===== src/rtl/mining_sched_pkg.sv =====
// Shared definitions for the mining lane scheduler: FSM state encoding,
// lane-index width derivation and default sizing constants.
package mining_sched_pkg;

  localparam int DEF_LANES   = 3;
  localparam int DEF_NONCE_W = 32;

  typedef enum logic [2:0] {
    ST_IDLE      = 3'd0,
    ST_ISSUE     = 3'd1,
    ST_WAIT      = 3'd2,
    ST_REPORT    = 3'd3,
    ST_EXHAUSTED = 3'd4
  } sched_state_e;

  // Lane index width: clog2(lanes), never narrower than one bit.
  function automatic int lane_w_f(input int lanes);
    return (lanes <= 1) ? 1 : $clog2(lanes);
  endfunction

endpackage


===== src/rtl/mining_lane_scheduler_if.sv =====
// Control/lane bus of the mining lane scheduler. The master side is the
// system control plus the lane result collectors; the slave side is the
// scheduler itself.
interface mining_lane_scheduler_if
  import mining_sched_pkg::*;
#(
  parameter int LANES   = DEF_LANES,
  parameter int NONCE_W = DEF_NONCE_W
);
  localparam int LANE_W = lane_w_f(LANES);

  logic                       start;
  logic [LANES-1:0]           lane_valid;
  logic [LANES-1:0]           lane_hit;
  logic [LANES*NONCE_W-1:0]   lane_nonce;
  logic                       next;
  logic                       busy;
  logic                       finished;
  logic                       exhausted;
  logic [NONCE_W-1:0]         nonce_out;
  logic [LANE_W-1:0]          hit_lane;

  modport master (
    output start, lane_valid, lane_hit,
    input  lane_nonce, next, busy, finished, exhausted, nonce_out, hit_lane
  );

  modport slave (
    input  start, lane_valid, lane_hit,
    output lane_nonce, next, busy, finished, exhausted, nonce_out, hit_lane
  );
endinterface


===== src/rtl/lane_winner_arb.sv =====
// Combinational winner selection among the recorded hit lanes.
// MINING_SCHED_RR_ARB_EN selects round-robin from a priority pointer;
// otherwise the lowest-index hit lane wins and the pointer is ignored.
module lane_winner_arb
  import mining_sched_pkg::*;
#(
  parameter  int LANES  = DEF_LANES,
  localparam int LANE_W = lane_w_f(LANES)
) (
  input  logic [LANES-1:0]  hits_i,
  input  logic [LANE_W-1:0] ptr_i,
  output logic [LANE_W-1:0] winner_o,
  output logic              any_o
);

`ifdef MINING_SCHED_RR_ARB_EN
  int idx_s;

  // Scan downward so the first hit at or after the pointer (with wrap) is kept last.
  always_comb begin
    winner_o = '0;
    any_o    = |hits_i;
    idx_s    = 0;
    for (int k = LANES - 1; k >= 0; k--) begin
      idx_s    = (int'(ptr_i) + k) % LANES;
      winner_o = hits_i[idx_s] ? LANE_W'(idx_s) : winner_o;
    end
  end
`else
  logic unused_ptr_s;
  assign unused_ptr_s = ^ptr_i;

  // Scan downward so the lowest-index hit lane is kept last.
  always_comb begin
    winner_o = '0;
    any_o    = |hits_i;
    for (int k = LANES - 1; k >= 0; k--) begin
      winner_o = hits_i[k] ? LANE_W'(k) : winner_o;
    end
  end
`endif

endmodule


===== src/rtl/mining_lane_scheduler.sv =====
// Nonce-search sequencer: hands each lane a distinct nonce per group,
// collects completion/hit flags, arbitrates hits and reports the winner
// or exhaustion of the nonce space.
// Optional feature: define MINING_SCHED_RR_ARB_EN for round-robin
// arbitration across searches (adds a priority pointer register).
module mining_lane_scheduler
  import mining_sched_pkg::*;
#(
  parameter int LANES   = DEF_LANES,
  parameter int NONCE_W = DEF_NONCE_W
) (
  input logic                    clk,
  input logic                    reset,
  mining_lane_scheduler_if.slave bus
);
  localparam int               LANE_W   = lane_w_f(LANES);
  localparam logic [LANES-1:0] ALL_DONE = '1;

  // Nonce vector for a group starting at b; lane values wrap modulo 2^NONCE_W.
  function automatic logic [LANES*NONCE_W-1:0] nonces_f(input logic [NONCE_W-1:0] b);
    logic [LANES*NONCE_W-1:0] v;
    v = '0;
    for (int i = 0; i < LANES; i++) begin
      v[i*NONCE_W +: NONCE_W] = b + NONCE_W'(i);
    end
    return v;
  endfunction

  // Lanes whose base+i does not fit in NONCE_W bits are out of range.
  function automatic logic [LANES-1:0] oor_f(input logic [NONCE_W-1:0] b);
    logic [LANES-1:0] m;
    logic [NONCE_W:0] s;
    m = '0;
    for (int i = 0; i < LANES; i++) begin
      s    = {1'b0, b} + (NONCE_W+1)'(i);
      m[i] = s[NONCE_W];
    end
    return m;
  endfunction

  sched_state_e              state_q;
  logic [NONCE_W-1:0]        base_q;
  logic [LANES-1:0]          done_q;
  logic [LANES-1:0]          hits_q;
  logic [LANES*NONCE_W-1:0]  lane_nonce_q;
  logic                      next_q;
  logic                      busy_q;
  logic                      finished_q;
  logic                      exhausted_q;
  logic [NONCE_W-1:0]        nonce_out_q;
  logic [LANE_W-1:0]         hit_lane_q;

  logic [LANES-1:0]          in_range_s;
  logic [LANES-1:0]          done_d;
  logic [LANES-1:0]          hits_d;
  logic [NONCE_W-1:0]        base_d;
  logic [NONCE_W-1:0]        nonce_win_d;
  logic [NONCE_W:0]          last_sum_s;
  logic                      last_group_s;
  logic [LANE_W-1:0]         winner_s;
  logic                      any_hit_s;
  logic [LANE_W-1:0]         ptr_s;

  // Mask updates for this WAIT cycle and group-resolution helpers.
  always_comb begin
    in_range_s   = ~oor_f(base_q);
    done_d       = done_q | bus.lane_valid;
    hits_d       = hits_q | (bus.lane_valid & bus.lane_hit & ~done_q & in_range_s);
    base_d       = base_q + NONCE_W'(LANES);
    last_sum_s   = {1'b0, base_q} + (NONCE_W+1)'(LANES - 1);
    last_group_s = (last_sum_s >= {1'b0, {NONCE_W{1'b1}}});
    nonce_win_d  = base_q + NONCE_W'(winner_s);
  end

  lane_winner_arb #(.LANES(LANES)) u_arb (
    .hits_i   (hits_d),
    .ptr_i    (ptr_s),
    .winner_o (winner_s),
    .any_o    (any_hit_s)
  );

`ifdef MINING_SCHED_RR_ARB_EN
  logic [LANE_W-1:0] ptr_q;

  // Priority pointer moves just past each reported winner; start leaves it alone.
  always_ff @(posedge clk) begin
    if (reset) begin
      ptr_q <= '0;
    end else if ((state_q == ST_WAIT) && (done_d == ALL_DONE) && any_hit_s) begin
      ptr_q <= (int'(winner_s) == LANES - 1) ? '0 : winner_s + LANE_W'(1);
    end else begin
      ptr_q <= ptr_q;
    end
  end

  assign ptr_s = ptr_q;
`else
  assign ptr_s = '0;
`endif

  // Main sequencer: state, masks, nonce issue and registered status outputs.
  always_ff @(posedge clk) begin
    if (reset) begin
      state_q      <= ST_IDLE;
      base_q       <= '0;
      done_q       <= '0;
      hits_q       <= '0;
      lane_nonce_q <= '0;
      next_q       <= 1'b0;
      busy_q       <= 1'b0;
      finished_q   <= 1'b0;
      exhausted_q  <= 1'b0;
      nonce_out_q  <= '0;
      hit_lane_q   <= '0;
    end else begin
      next_q <= 1'b0;
      case (state_q)
        ST_IDLE, ST_REPORT, ST_EXHAUSTED: begin
          if (bus.start) begin
            state_q      <= ST_ISSUE;
            base_q       <= '0;
            done_q       <= '0;
            hits_q       <= '0;
            lane_nonce_q <= nonces_f('0);
            next_q       <= 1'b1;
            busy_q       <= 1'b1;
            finished_q   <= 1'b0;
            exhausted_q  <= 1'b0;
          end else begin
            state_q <= state_q;
          end
        end
        ST_ISSUE: begin
          // Out-of-range lanes never report, so count them as already done.
          done_q  <= ~in_range_s;
          state_q <= ST_WAIT;
        end
        ST_WAIT: begin
          done_q <= done_d;
          hits_q <= hits_d;
          if (done_d == ALL_DONE) begin
            if (any_hit_s) begin
              state_q     <= ST_REPORT;
              busy_q      <= 1'b0;
              finished_q  <= 1'b1;
              hit_lane_q  <= winner_s;
              nonce_out_q <= nonce_win_d;
            end else if (last_group_s) begin
              state_q     <= ST_EXHAUSTED;
              busy_q      <= 1'b0;
              exhausted_q <= 1'b1;
            end else begin
              state_q      <= ST_ISSUE;
              base_q       <= base_d;
              done_q       <= '0;
              hits_q       <= '0;
              lane_nonce_q <= nonces_f(base_d);
              next_q       <= 1'b1;
            end
          end else begin
            state_q <= ST_WAIT;
          end
        end
        default: begin
          state_q <= ST_IDLE;
          busy_q  <= 1'b0;
        end
      endcase
    end
  end

  assign bus.lane_nonce = lane_nonce_q;
  assign bus.next       = next_q;
  assign bus.busy       = busy_q;
  assign bus.finished   = finished_q;
  assign bus.exhausted  = exhausted_q;
  assign bus.nonce_out  = nonce_out_q;
  assign bus.hit_lane   = hit_lane_q;

endmodule


===== src/flat_wrapper.sv =====
// flat-port wrapper written by rule: the top's interface ports become plain ports
module mining_lane_scheduler_flat import mining_sched_pkg::*;
#(
  parameter int LANES   = DEF_LANES,
  parameter int NONCE_W = DEF_NONCE_W
)
  (clk, reset, bus_start, bus_lane_valid, bus_lane_hit, bus_lane_nonce, bus_next, bus_busy, bus_finished, bus_exhausted, bus_nonce_out, bus_hit_lane);
  mining_lane_scheduler_if #(.LANES(LANES), .NONCE_W(NONCE_W)) bus_i ();
  input logic clk;
  input logic reset;
  input wire logic [$bits(bus_i.start)-1:0] bus_start;
  input wire logic [$bits(bus_i.lane_valid)-1:0] bus_lane_valid;
  input wire logic [$bits(bus_i.lane_hit)-1:0] bus_lane_hit;
  output wire logic [$bits(bus_i.lane_nonce)-1:0] bus_lane_nonce;
  output wire logic [$bits(bus_i.next)-1:0] bus_next;
  output wire logic [$bits(bus_i.busy)-1:0] bus_busy;
  output wire logic [$bits(bus_i.finished)-1:0] bus_finished;
  output wire logic [$bits(bus_i.exhausted)-1:0] bus_exhausted;
  output wire logic [$bits(bus_i.nonce_out)-1:0] bus_nonce_out;
  output wire logic [$bits(bus_i.hit_lane)-1:0] bus_hit_lane;
  assign bus_i.start = bus_start;
  assign bus_i.lane_valid = bus_lane_valid;
  assign bus_i.lane_hit = bus_lane_hit;
  assign bus_lane_nonce = bus_i.lane_nonce;
  assign bus_next = bus_i.next;
  assign bus_busy = bus_i.busy;
  assign bus_finished = bus_i.finished;
  assign bus_exhausted = bus_i.exhausted;
  assign bus_nonce_out = bus_i.nonce_out;
  assign bus_hit_lane = bus_i.hit_lane;
  mining_lane_scheduler #(.LANES(LANES), .NONCE_W(NONCE_W)) u_core (.clk(clk), .reset(reset), .bus(bus_i));
endmodule

===== config.mk =====
export PLATFORM = sky130hd
export DESIGN_NAME = mining_lane_scheduler_flat
export DESIGN_NICKNAME = d
export VERILOG_FILES = /design/src/rtl/mining_sched_pkg.sv /design/src/rtl/mining_lane_scheduler_if.sv /design/src/rtl/lane_winner_arb.sv /design/src/rtl/mining_lane_scheduler.sv /design/src/flat_wrapper.sv
export SDC_FILE = /design/constraint.sdc
export NUM_CORES = 1
export LEC_CHECK = 0
export ABC_AREA = 1
export BUFFER_PORTS_ARGS = -buffer_cell sky130_fd_sc_hd__buf_2
export CAP_MARGIN = 40
export CORE_MARGIN = 8
export CORE_UTILIZATION = 40
export CTS_CLUSTER_SIZE = 10
export DETAILED_ROUTE_END_ITERATION = 10
export GPL_TIMING_DRIVEN = 0
export HOLD_SLACK_MARGIN = 0.02
export SYNTH_ARGS = -nofsm -noshare
export SYNTH_HDL_FRONTEND = slang
export SYNTH_SLANG_ARGS = --single-unit

===== constraint.sdc =====
create_clock -name clk -period 4.05 [get_ports clk]
set_input_delay 0.2025 -clock clk [delete_from_list [all_inputs] [get_ports clk]]
set_output_delay 0.2025 -clock clk [all_outputs]
set_load 0.1 [all_outputs]

==> out/metrics.sh <==
SYNTH_FA_HA_AREA_FRAC=0.01322
SETUP.WORST_PATH.START_CLASS='register'
DP_WORST_SETUP_SLACK_NS=-0.2484
START_UTIL=0.4049
DRC=0
GRT_PASS1_WL_UM=56260
GRT_USAGE=0.2594
FINAL_SETUP_VIOLS=0
SYNTH_SEQ_CELLS=142
DIE_AREA_UM2=27780
MAX_CAP_VIOLATIONS=0
SYNTHESIZED_INSTANCE_COUNT=1501
CLOCK_SINK_COUNT=142
CTS.PATH.MAX_BUFFERS=2
YOSYS-MUX-AREA-FRACTION=0
DIE_OUTLINE_HEIGHT_UM=166.7
PORT_BUFFERS=141
SYNTH.NET_COUNT=1519
POWER-PER-CELL-AREA_nW_PER_UM2=681.1
MIN_PERIOD_NS=3.874
HOLD-WORST-SLACK_NS=0.1006
GRT_SETUP_UNREPAIRED='no'
SYNTH_XOR_XNOR_AREA_SHARE=0.06020
DRIVE_GT1_FRAC=0.1618
GPL.FINAL_WEIGHTED_CONGESTION=0.9707
SLEW_VIOL_FINAL=0
MOSTFREQUENTLAYOUTCELL='sky130_fd_sc_hd__nand2_1'
TIMING.CRITICAL_PATH.REQUIRED_NS=4.42
UPPER_CLOCK_FREQUENCY_LIMIT_MHz=258.1
WORST-PATH-MAX-FANOUT=8
SETUP-TNS-FINAL_NS=0
TRITONCTS_CLOCK_TREE='built'
ROOT_BUFFER='sky130_fd_sc_hd__clkbuf_16'
POST_SYNTH_NUM_CELL_TYPES=37
YS.WARNINGS.COUNT=0
FIRST_GLOBAL_VIAS=9853
MAPPEDNETLISTAREA_UM2=9082
WORST_IR_DROP_VDD_mV=0.4919
SETUP_SLACK_NS=0.1759
TIMING.CRITICAL_PATH.TO_TYPE='register'
FIN_NETS=1680
LEAKAGE_uW=0.004604
CRIT_PATH_MAX_INCR_DELAY_NS=0.57
SYNTH_ASYNC_SR_FLOP_SHARE=0
HTREE_LEVELS=4
TIMING.CLOCK.SKEW_NS=0.009956
CORE.ROWCOUNT=55
CLOCK_TRANSITION_AT_THE_REGISTER_CLOCK_PINS_ON_THE_WORST_SETUP_AND_HOLD_PATHS_AFTER_CTS_NS=0.07
DIE_W_UM=166.7
SYNTH-EDFF-COUNT=0
SYNTH_COMPOUND_AREA_FRAC=0.1375
DRTANTENNAVIOLNETS=0
GRT-OVFL-TOTAL=0
ANTENNA_CELLS_INSERTED=0
RATIO_OF_ROUTED_VIAS_TO_STANDARD_CELLS=5.244
SYNTH_TO_LAYOUT_AREA_GROWTH_PCT=19.42
TIMING.CRITICAL_PATH.SLOWEST_STAGE_CELL='sky130_fd_sc_hd__dfxtp_1'
R2R.WORST_PATH.CELLS=21
OUTCOME='completed'
SYN_AREA_PER_CELL_UM2=6.051
TOTALWIRELENGTH_UM=36930
CTS-HOLD-FIX-BUFFERS=0
PLACED_CELL_AREA_UM2=10140
HOLD-PATH-CELL-COUNT=5
NUMCTSBUFFERS=17
PIN_COUNT=143
DRT_PRE_ANTENNA_ITERS=6
CLKLATENCYLATEPIN_NS=0.44
SYNTHSIMPLEGATEAREAFRAC=0.3877
WORSTPATHARRIVAL_NS=4.25
WORSTHOLDPATHTYPE='in2reg'
CRIT_PATH_CELL_TRACE='nand2_1 > nor2_1 > nand2_1 > nor2_1 > nand2_1 > nand3_1 > nand2_1 > nor2_1 > inv_1 > nor2_2 > ha_1 > inv_1 > a21oi_2 > nand2_1 > nor2_1 > inv_1 > nor2_2 > nand3_1 > xor2_1 > o21ai_0 > nor2_1'
TIMING_WORST_SLEW_PIN_VALUE_NS=0.7944
GRT_ANTENNA_BEFORE_REPAIR=0
FINALHOLDVIOLATIONS=0
ROUTE.VIAS.TOTAL=10280
PLACE_HPWL_UM=29250
MAX_SLEW_MARGIN=0.4704
GRT_START_MAX_NET_PINS=17
CRITICALPATHCATEGORY='reg2reg'
LAYOUT_COMMON_CELLS='396 x sky130_fd_sc_hd__nand2_1, 290 x sky130_fd_sc_hd__nor2_1, 156 x sky130_fd_sc_hd__buf_2'
POST_DRT_WL_PER_CELL_UM=18.84
STDCELL_AREA_UM2=10850
MAIN_COMBINATIONAL_CELL_FAMILY_BY_AREA_AFTER_SYNTHESIS='simple AND/OR/NAND/NOR gates'
SYNTH_TOP_FLOP_CELL='sky130_fd_sc_hd__dfxtp_1'
SEQ_AREA_FRAC_SYNTH=0.3130
FLOORPLAN_CORE_AREA_UM2=22430
DRT_ITER0_MARKERS=849
FINALCRITPERIODSHARE=0.9566
[Yosys cell counts, drive strengths merged (3+ instances only)]
| cell | instances | area, µm² |
|---|---|---|
| ha | 8 | 100.1 |
| a21oi | 108 | 544.3 |
| nand4 | 17 | 106.4 |
| nand2 | 405 | 1548 |
| xnor2 | 5 | 43.79 |
| buf | 31 | 187.7 |
| o21ai | 131 | 655.6 |
| inv | 132 | 495.5 |
| a31oi | 3 | 18.77 |
| nor3 | 18 | 90.09 |
| dfxtp | 142 | 2843 |
| nand3 | 76 | 385.4 |
| nor2 | 326 | 1336 |
| xor2 | 54 | 503.0 |
| clkbuf | 30 | 112.6 |
[per-layer routing]
metal	track usage	wire [µm]	part of all wire	vias up
met3	0.04350	2224	0.060	77
met5	0	0	0	-
met4	0.1426	1909	0.052	0
met1	0.3204	16150	0.44	4741
met2	0.4251	16650	0.45	392
li1	-	-	-	5069
[path summary, 6_finish.rpt]
path / slack, ns / endpoint / startpoint
max: 0.18 / u_core.bus.nonce_out[25] / u_core.base_q[19]
min: 0.10 / u_core.done_q[0] / bus_lane_valid[0]
max reg2reg: 0.18 / u_core.bus.nonce_out[25] / u_core.base_q[19]
min reg2reg: 0.46 / u_core.bus.lane_nonce[65] / u_core.bus.lane_nonce[65]
[where the power goes]
| part | leakage [µW] | switching [µW] | internal [µW] | total [µW] |
|---|---|---|---|---|
| Clock | 0.000296 | 752 | 951 | 1700 |
| Sequential | 0.00116 | 176 | 1660 | 1840 |
| Combinational | 0.00315 | 3150 | 694 | 3840 |
| Total | 0.00460 | 4080 | 3310 | 7390 |
[logic make-up after synthesis]
kind of cell | Yosys count
flops | 142
simple gates | 850
fa+ha+maj | 9
buf+inv | 195
compound gates | 246
xor+xnor | 59
[repair_timing]
item	4_1_cts	5_1_grt
pin swaps	0	1
setup buffers	0	2
endpoints found under the setup margin	20	19
gates resized for setup	6	15
gates cloned	0	0
[critical path, delay by kind of cell, from the launching register on]
family	cells	cell delay [ns]
adders and majority gates	1	0.19
buffers and inverters	3	0.25
AOI/OAI and AO/OA	2	0.40
DFF	1	0.57
xor gates and xnor gates	1	0.24
and+or+nand+nor	14	2.15
[flip-flops by register name, indices dropped and copies added, names as in the netlist]
name                   cells
u_core.hits_q              3
u_core.bus.next            1
u_core.bus.finished        1
u_core.done_q              3
u_core.bus.lane_nonce     64
u_core.bus.exhausted       1
u_core.bus.busy            1
u_core.state_q             3
u_core.bus.hit_lane        2
u_core.bus.nonce_out      32
u_core.base_q             31
[area by class of cell]
class | instances | area (µm²)
buffer | 60 | 297.8
clock buffer | 18 | 439.2
clock inverter | 14 | 177.7
fill | 2485 | 11590
inverter | 134 | 503.0
multi-input combinational | 1164 | 5500
sequential | 142 | 2851
tap | 285 | 356.6
timing repair buffer | 143 | 720.7
[per-stage QoR]
stage               cells  total power, µW    util
global placement     1927             5689  0.4522
floorplan            1501             4851       -
finish               1960             7387  0.4835
global route         1960             7730  0.4835
detailed placement   1927             5687  0.4522
CTS                  1958             7399  0.4802
Power figures use the tool's default switching activity.
